`src/rtl/vasip_pkg.sv`:
```
// Shared vector-ASIP constants and the memory-sequencer state type.
// Used by the register file, Control_Unit and vec_mem_sequencer.
package vasip_pkg;

  localparam int unsigned LANES  = 4;
  localparam int unsigned ELEM_W = 8;
  localparam int unsigned ADDR_W = 16;

  typedef enum logic [1:0] {
    StIdle = 2'd0,
    StXfer = 2'd1,
    StDone = 2'd2
  } vmem_state_t;

endpackage

```
`src/rtl/vec_mem_sequencer_if.sv`:
```
// Scalar element port between vec_mem_sequencer (master) and data memory (slave).
interface vec_mem_sequencer_if
  import vasip_pkg::*;
#(
  parameter int unsigned AddrW = ADDR_W,
  parameter int unsigned ElemW = ELEM_W
);

  logic             mem_req;
  logic             mem_we;
  logic [AddrW-1:0] mem_addr;
  logic [ElemW-1:0] mem_wdata;
  logic             mem_ack;
  logic [ElemW-1:0] mem_rdata;

  modport master (
    output mem_req,
    output mem_we,
    output mem_addr,
    output mem_wdata,
    input  mem_ack,
    input  mem_rdata
  );

  modport slave (
    input  mem_req,
    input  mem_we,
    input  mem_addr,
    input  mem_wdata,
    output mem_ack,
    output mem_rdata
  );

endinterface

```
`src/rtl/vec_mem_sequencer.sv`:
```
// Vector load/store sequencer: moves Lanes elements over a scalar req/ack port.
// Optional VMEM_STRIDE_EN adds a stride_i input (default build is unit-stride).
module vec_mem_sequencer
  import vasip_pkg::*;
#(
  parameter int unsigned Lanes = LANES,
  parameter int unsigned ElemW = ELEM_W,
  parameter int unsigned AddrW = ADDR_W
) (
  input  logic                   clk,
  input  logic                   rst_n,
  input  logic                   start_i,
  input  logic                   we_i,
  input  logic [AddrW-1:0]       base_addr_i,
`ifdef VMEM_STRIDE_EN
  input  logic [AddrW-1:0]       stride_i,
`endif
  input  logic [Lanes*ElemW-1:0] st_data_i,
  output logic [Lanes*ElemW-1:0] ld_data_o,
  output logic                   mem_finished_o,
  output logic                   busy_o,
  vec_mem_sequencer_if.master    mem_if
);

  localparam int unsigned IdxW = $clog2(Lanes);
  localparam logic [IdxW-1:0] LastIdx = IdxW'(Lanes - 1);

  vmem_state_t            state_q, state_d;
  logic [IdxW-1:0]        idx_q, idx_d;
  logic                   we_q, we_d;
  logic [AddrW-1:0]       addr_q, addr_d;
  logic [Lanes*ElemW-1:0] st_data_q, st_data_d;
  logic [Lanes*ElemW-1:0] ld_data_q, ld_data_d;
  logic [AddrW-1:0]       step;

`ifdef VMEM_STRIDE_EN
  logic [AddrW-1:0] stride_q, stride_d;

  assign stride_d = (state_q == StIdle && start_i) ? stride_i : stride_q;
  assign step     = stride_q;

  always_ff @(posedge clk or negedge rst_n) begin
    if (!rst_n) begin
      stride_q <= '0;
    end else begin
      stride_q <= stride_d;
    end
  end
`else
  assign step = AddrW'(1);
`endif

  always_ff @(posedge clk or negedge rst_n) begin
    if (!rst_n) begin
      state_q   <= StIdle;
      idx_q     <= '0;
      we_q      <= 1'b0;
      addr_q    <= '0;
      st_data_q <= '0;
      ld_data_q <= '0;
    end else begin
      state_q   <= state_d;
      idx_q     <= idx_d;
      we_q      <= we_d;
      addr_q    <= addr_d;
      st_data_q <= st_data_d;
      ld_data_q <= ld_data_d;
    end
  end

  // addr_q accumulates the element address so no multiplier is needed for strides.
  always_comb begin
    state_d          = state_q;
    idx_d            = idx_q;
    we_d             = we_q;
    addr_d           = addr_q;
    st_data_d        = st_data_q;
    ld_data_d        = ld_data_q;
    mem_if.mem_req   = 1'b0;
    mem_if.mem_we    = 1'b0;
    mem_if.mem_addr  = '0;
    mem_if.mem_wdata = '0;
    mem_finished_o   = 1'b0;
    busy_o           = 1'b0;

    unique case (state_q)
      StIdle: begin
        if (start_i) begin
          state_d   = StXfer;
          we_d      = we_i;
          addr_d    = base_addr_i;
          st_data_d = st_data_i;
          idx_d     = '0;
          ld_data_d = '0;
        end
      end
      StXfer: begin
        busy_o           = 1'b1;
        mem_if.mem_req   = 1'b1;
        mem_if.mem_we    = we_q;
        mem_if.mem_addr  = addr_q;
        mem_if.mem_wdata = st_data_q[idx_q*ElemW +: ElemW];
        if (mem_if.mem_ack) begin
          if (!we_q) begin
            ld_data_d[idx_q*ElemW +: ElemW] = mem_if.mem_rdata;
          end
          addr_d = addr_q + step;
          if (idx_q == LastIdx) begin
            state_d = StDone;
          end else begin
            idx_d = idx_q + IdxW'(1);
          end
        end
      end
      StDone: begin
        mem_finished_o = 1'b1;
        if (!start_i) begin
          state_d = StIdle;
        end
      end
      default: begin
        state_d = StIdle;
      end
    endcase
  end

  assign ld_data_o = ld_data_q;

endmodule

```
`src/flat_wrapper.sv`:
```
// flat-port wrapper written by rule: the top's interface ports become plain ports
module vec_mem_sequencer_flat import vasip_pkg::*;
#(
  parameter int unsigned Lanes = LANES,
  parameter int unsigned ElemW = ELEM_W,
  parameter int unsigned AddrW = ADDR_W
)
  (clk, rst_n, start_i, we_i, base_addr_i, st_data_i, ld_data_o, mem_finished_o, busy_o, mem_if_mem_req, mem_if_mem_we, mem_if_mem_addr, mem_if_mem_wdata, mem_if_mem_ack, mem_if_mem_rdata);
  vec_mem_sequencer_if #(.AddrW(AddrW), .ElemW(ElemW)) mem_if_i ();
  input  logic clk;
  input  logic rst_n;
  input  logic start_i;
  input  logic we_i;
  input  logic [AddrW-1:0] base_addr_i;
  input  logic [Lanes*ElemW-1:0] st_data_i;
  output logic [Lanes*ElemW-1:0] ld_data_o;
  output logic mem_finished_o;
  output logic busy_o;
  output wire logic [$bits(mem_if_i.mem_req)-1:0] mem_if_mem_req;
  output wire logic [$bits(mem_if_i.mem_we)-1:0] mem_if_mem_we;
  output wire logic [$bits(mem_if_i.mem_addr)-1:0] mem_if_mem_addr;
  output wire logic [$bits(mem_if_i.mem_wdata)-1:0] mem_if_mem_wdata;
  input wire logic [$bits(mem_if_i.mem_ack)-1:0] mem_if_mem_ack;
  input wire logic [$bits(mem_if_i.mem_rdata)-1:0] mem_if_mem_rdata;
  assign mem_if_mem_req = mem_if_i.mem_req;
  assign mem_if_mem_we = mem_if_i.mem_we;
  assign mem_if_mem_addr = mem_if_i.mem_addr;
  assign mem_if_mem_wdata = mem_if_i.mem_wdata;
  assign mem_if_i.mem_ack = mem_if_mem_ack;
  assign mem_if_i.mem_rdata = mem_if_mem_rdata;
  vec_mem_sequencer #(.Lanes(Lanes), .ElemW(ElemW), .AddrW(AddrW)) u_core (.clk(clk), .rst_n(rst_n), .start_i(start_i), .we_i(we_i), .base_addr_i(base_addr_i), .st_data_i(st_data_i), .ld_data_o(ld_data_o), .mem_finished_o(mem_finished_o), .busy_o(busy_o), .mem_if(mem_if_i));
endmodule
```
`config.mk`:
```
export PLATFORM = sky130hd
export DESIGN_NAME = vec_mem_sequencer_flat
export DESIGN_NICKNAME = d
export VERILOG_FILES = /design/src/rtl/vasip_pkg.sv /design/src/rtl/vec_mem_sequencer_if.sv /design/src/rtl/vec_mem_sequencer.sv /design/src/flat_wrapper.sv
export SDC_FILE = /design/constraint.sdc
export NUM_CORES = 1
export LEC_CHECK = 0
export ABC_AREA = 1
export BUFFER_PORTS_ARGS = -buffer_cell sky130_fd_sc_hd__buf_2
export CORE_MARGIN = 10
export CORE_UTILIZATION = 57
export DETAILED_ROUTE_END_ITERATION = 10
export PLACE_DENSITY = 0.82
export SLEW_MARGIN = 20
export SYNTH_ARGS = -nofsm -noshare
export SYNTH_HDL_FRONTEND = slang
export SYNTH_SLANG_ARGS = --single-unit
```
`constraint.sdc`:
```
create_clock -name clk -period 4.2 [get_ports clk]
set_input_delay 0.21 -clock clk [delete_from_list [all_inputs] [get_ports clk]]
set_output_delay 0.21 -clock clk [all_outputs]
set_load 0.005 [all_outputs]
```
======== Word-level counts from Yosys, hierarchy flattened ========
Index checks and enable logic that the tools add are counted.
word-level totals
  bits in registers ....................... 85
  bits in latches ......................... 0
  RAM bits ................................ 0
  ROM bits ................................ 0
  input port bits ......................... 61
  output and inout port bits .............. 60
  word-level logic and storage cells ...... 50
  memories ................................ 0
cells by class
  add/subtract/negate cells ............... 3
  $mul .................................... 0
  divide/modulo/power cells ............... 0
  $lt $le $gt $ge ......................... 0
  equal/unequal tests ..................... 9
  shifts and indexed selects .............. 3
  multiplexer cells ....................... 22
  bitwise operators ....................... 0
  reductions and logical operators ........ 7
operator list
  operator                   number
  $mux W32                   3
  $pmux W32 S2               1
  $mux W16                   3
  $neg A5 Y34                1
  $shift A8 B34 Y32 const A  1
  $shiftx A8 B34 Y32         1
  $bwmux W32                 1
  $pmux W16 S2               1
  $shiftx A32 B6 Y8          1
  $add A16 B1 Y16 const B    1
  $mux W2                    7
  $reduce_and A4 Y1          3
  $ne A2 B2 Y1 const B       5
  $mux W8                    1
  $pmux W2 S3                1
  $eq A2 B2 Y1 const B       2
  $pmux W2 S2                1
  $mux W1                    3
  $reduce_and A3 Y1          1
  $add A2 B1 Y2 const B      1
  $eq A2 B1 Y1 const B       1
  $logic_not A2 Y1           1
  $ne A2 B1 Y1 const B       1
  $reduce_and A2 Y1          1
  $reduce_bool A2 Y1         1

======== Logic depth before layout (Yosys ltp) ========
  depth after elaboration ................. 6
  depth in mapped cells ................... 10
  depth with buffers taken out ............ 9

======== Least setup slack after synthesis ========
OpenSTA, ideal clock, no wires.
  path type ............................... reg2reg
  start ................................... register u_core.idx_q[0]
  end ..................................... register u_core.ld_data_q[25] (netlist: u_core.ld_data_o[25])
  library setup time ...................... 0.123 ns
  data arrival time ....................... 1.864 ns
  required time ........................... 4.077 ns
  setup slack ............................. 2.213 ns
  stages on the path, launching flop included .. 11
  buffers on the path ..................... 3
  period minus slack after synthesis ...... 1.987 ns
  cell sequence ........................... dfrtp_1 -> clkbuf_1 -> inv_1 -> clkbuf_1 -> ha_1 -> clkbuf_1 -> inv_1 -> nand3_1 -> nor2_1 -> nand2_1 -> nand2_1
on the way
  word-level cells in the longest chain between the ends .. 6
  elaborated cells between the ends (all ways) .. 7
  those cells by class .................... add/sub (1); shift (2); mux (4)
ends and longest elaborated chain
  item                                                     line                      text
  start, declared                                          vec_mem_sequencer.sv:29   logic [IdxW-1:0] idx_q, idx_d;
  start signal, assigned                                   vec_mem_sequencer.sv:63   idx_q <= idx_d;
  $neg A5 Y34 *                                            vec_mem_sequencer.sv:105  ld_data_d[idx_q*ElemW +: ElemW] = mem_if.mem_rdata;
  $shiftx A8 B34 Y32 or $shift A8 B34 Y32 (tied branches)  vec_mem_sequencer.sv:105
  $bwmux W32 *                                             vec_mem_sequencer.sv:105
  $mux W32 *                                               vec_mem_sequencer.sv:104  if (!we_q) begin
  $mux W32 *                                               vec_mem_sequencer.sv:103  if (mem_if.mem_ack) begin
  $pmux W32 S2 *                                           vec_mem_sequencer.sv:86   unique case (state_q)
  end signal, assigned                                     vec_mem_sequencer.sv:67   ld_data_q <= ld_data_d;
  end, declared                                            vec_mem_sequencer.sv:33   logic [Lanes*ElemW-1:0] ld_data_q, ld_data_d;
Every way passes the cells marked *; elsewhere a longest branch is shown, timed or not. The select of a mux whose other input is x is not followed.
A chain may end at the register's enable or synchronous reset.

======== Worst setup path in the final report ========
  start ................................... register u_core.idx_q[0]
  end ..................................... register u_core.ld_data_q[20] (netlist: u_core.ld_data_o[20])
Same word-level chain as after synthesis.

==> results summary <==
The main combinational cell family by area after synthesis is simple AND/OR/NAND/NOR gates. TritonCTS built the clock tree. STA classifies the critical path startpoint as a flip-flop. The non-filler instance count after layout came out at 793. Counting instances in the post-synthesis netlist gives the leading cell types as nand2_1 (151), nor2_1 (107), dfrtp_1 (85). STA puts the critical path data arrival time at 3140 ps. The final max-slew violation count is 0. The starting density of the core is 0.589. The filler cell count in the final layout came out at 659.

The clock latency on the worst-skew pair is 360 ps. The overall routing resource usage is 0.203. The iteration-0 DRC count of the detailed router came out at 247. For this design the ratio of total power to cell area is 662 mW/mm².

The highest net fanout along the worst path is 30. The die outline width came out at 110 µm. The total congestion overflow after global routing came out at 0. By area the synthesized netlist is led by dfrtp_1 (46%), nand2_1 (12%), nor2_1 (8.7%). The actual slew at the worst max-slew pin is 942 ps. The most common cell in the synthesized netlist is nand2_1.

Setup repair after global routing left no endpoint under its margin. The layout overhead on the synthesized area came out at 17.6%. Of all cell types, the one taking the most synthesized area is dfrtp_1. For this run, the number of Yosys warnings is 0. The count of vias placed by the detailed router came out at 4,254. On the critical path, the stage with the largest delay is an instance of dfrtp_1.

Dividing the synthesized area by the synthesized cell count gives 8.00 µm². The count of cells resized by post-cts repair is 0. The tool flagged a number of max-cap violations equal to 0. The sequential cells in the finished layout cover a total of 0.00213 mm². The path category of the worst min-delay check is input pin to flip-flop. The top flip-flop cell by instance count after synthesis is dfrtp_1. The shortest clock period the worst path allows after layout came out at 2840 ps. The synthesized-area fraction occupied by ao, oa, aoi and oai cells is 0.0908. The wire-length estimate of the detail-placed layout is 9010 µm. The share of the synthesized area in the top cell type is 0.462. Of the synthesized area, sequential elements account for 0.462. The H-tree was split into 3 levels. The antenna diode instance count is 0. The final design area excluding fillers came out at 0.00541 mm². Traced cell by cell, the critical path runs through inv_1 > ha_1 > inv_1 > nor2_1 > nand3_1 > nor3_1 > nand2_1 > nand2_1. The classification of the worst setup path is flip-flop to flip-flop. The static leakage is 2.93 nW. The post-synthesis instance area is 0.00460 mm². The number of clock sinks seen by CTS is 85.

The via count of the first global-routing pass came out at 4,155. The number of placement rows is 32. The setup-violating endpoint count in the final report is 0. The longest individual stage delay on the worst path came out at 940 ps. The flow ran to the end, and the final reports show no timing, DRC or antenna violations. The first global-routing pass estimated 19,800 µm of wire. The cell area after placement came out at 0.00520 mm². STA classifies the critical path endpoint as a flip-flop. The timing-limited maximum frequency is 0.352 GHz. The cell count after placement is 776. Synthesis instantiated 30 different standard cells from the library. The number of flops mapped to enable cells by yosys is 0. The number of search-and-repair iterations in the first detailed-routing pass is 5. The routed via count divided by cell count came out at 5.36. The die covers 0.0121 mm². The final-layout setup total negative slack came out at 0 ps. Data on the critical path is required at its endpoint by 4500 ps. Routability-driven placement finished with a final weighted congestion of 0.906. The count of state elements after synthesis came out at 85. The share of cell area taken by muxes after synthesis came out at 0.0808. The overall die height came out at 110 µm. After floorplanning, the core was sized to cover 0.00781 mm². In the synthesized netlist the async set-or-reset flop fraction comes to 1.00. The xor-xnor portion of the synthesized cell area came out at 0. The final clock skew is 11.7 ps.

In this run the deepest clock path goes through 2 buffers. Once detail routing completed, the nets flagged for antenna violations numbered 0. Of the total synthesized cell area, the portion taken by AND, OR, NAND and NOR gates is 0.285. The clock-pin slew of the registers on the worst-case setup and hold paths is 90 ps. The boundary pin count is 121. The buffer type at the clock tree root is clkbuf_8. The wire length per cell after detailed routing came out at 15.4 µm.

The total length of routed wires is 12,200 µm. The sum of buffers and inverters on the critical path came out at 2. The number of I/O port buffers is 120. For this run, the post-layout net count is 754. In the final layout, the share of cells above drive strength 1 is 0.263. The worst ir drop on vdd is 0.372 mV. Synthesis produced a netlist with a net count of 643.

The maximum number of pins on one net before global-route repair is 86. The share of the clock period used by the worst path after layout is 0.676. The final number of hold-violating endpoints was 0. The number of antenna violations at the first check in global routing came out at 0.

The adder and majority gate portion of the synthesized area came out at 0.0190. The multi-input combinational cells in the finished layout cover a total of 0.00219 mm². The TritonCTS buffer count came out at 9. For this run, design rule violations remaining after detail routing come to 0. The kind of cell with the highest combined delay along the critical path is flip-flops. The normalized max-slew margin is 0.370. The gate count after technology mapping is 575.
==> power by group <==
group,total [W],switching [W],leakage [nW],internal [W]
registers,0.00133,0.000232,1.07,0.00110
clock network,0.000591,0.000298,0.0959,0.000292
logic,0.00166,0.00105,1.77,0.000612
total,0.00358,0.00158,2.93,0.00200
==> repair_timing <==
item	CTS	global route
setup buffers	0	0
hold buffers	0	1
hold endpoints to repair	0	79
==> area by class of cell <==
type                            count  area share
Tap cell                          102      0.0236
Clock buffer                       11      0.0261
Multi-Input combinational cell    429       0.405
Sequential cell                    85       0.393
Timing Repair Buffer              121       0.114
Inverter                           40      0.0277
Clock inverter                      5      0.0109
==> registers in the layout, summed over array words and instances, names as in the netlist <==
signal	cells
u_core.ld_data_o	32
u_core.st_data_q	32
u_core.addr_q	16
u_core.idx_q	2
u_core.we_q	1
u_core.state_q	2
==> placed cells by master, fill, tap and decap left out, types with 2 or more instances in the layout <==
cell        count
nor2_1        107
clkinvlp_4      2
nand4_1         5
nand3_1        22
a21oi_1        16
clkbuf_8       10
nor3_1          8
o21ai_0        46
nand2_1       151
nand2_8         2
buf_2         119
ha_1            7
nor2_2          3
inv_1          36
inv_2           3
o21ai_1        15
mux2_2         33
nand3b_1        5
dfrtp_1        85
==> path summary, 6_finish.rpt <==
path,start,to,slack (ps),cells past startpoint
min reg2reg,u_core.ld_data_o[13],u_core.ld_data_o[13],480,2
max reg2reg,u_core.idx_q[0],u_core.ld_data_o[20],1360,8
max,u_core.idx_q[0],u_core.ld_data_o[20],1360,8
min in group asynchronous,rst_n,u_core.addr_q[14],440,2
min,st_data_i[0],u_core.st_data_q[0],80,2
max in group asynchronous,rst_n,u_core.st_data_q[16],3200,2
==> worst reg2reg max path: stages, from the launching register on <==
cell	delay, ps
dfrtp_1	940
inv_1	510
ha_1	440
inv_1	70
nor2_1	170
nand3_1	280
nor3_1	240
nand2_1	80
nand2_1	60
==> through the flow <==
stage                     hold slack (ps)  utilization  worst slack, ps  total power (W)
final                                81.0        0.693             1360          0.00358
after global routing                 72.0        0.693             1050          0.00389
after CTS                            72.2        0.691             1380          0.00359
after detailed placement              449        0.666             1390          0.00299
after global placement                442        0.666             1550          0.00291
after floorplan                     -85.6            -             2210          0.00254
==> cells by family (layout without fill, tap and decap cells) <==
| logic type | count (synthesis) | count (layout) |
|---|---|---|
| AND/OR/NAND/NOR | 308 | 308 |
| buffers and inverters | 61 | 177 |
| adder cells (fa/ha/maj) | 7 | 7 |
| AO/OA/AOI/OAI | 81 | 81 |
| multiplexers | 33 | 33 |
| flip-flops | 85 | 85 |
==> routing by layer <==
layer / global-route usage / share of wire / vias up / wire length, µm
li1: - / - / 2082 / -
met1: 0.264 / 0.43 / 1999 / 5210
met2: 0.328 / 0.48 / 156 / 5890
met3: 0.0480 / 0.075 / 17 / 921
met4: 0.0678 / 0.015 / 0 / 187
met5: 0 / 0 / - / 0
Note: power is estimated with default switching activity, not from simulation.
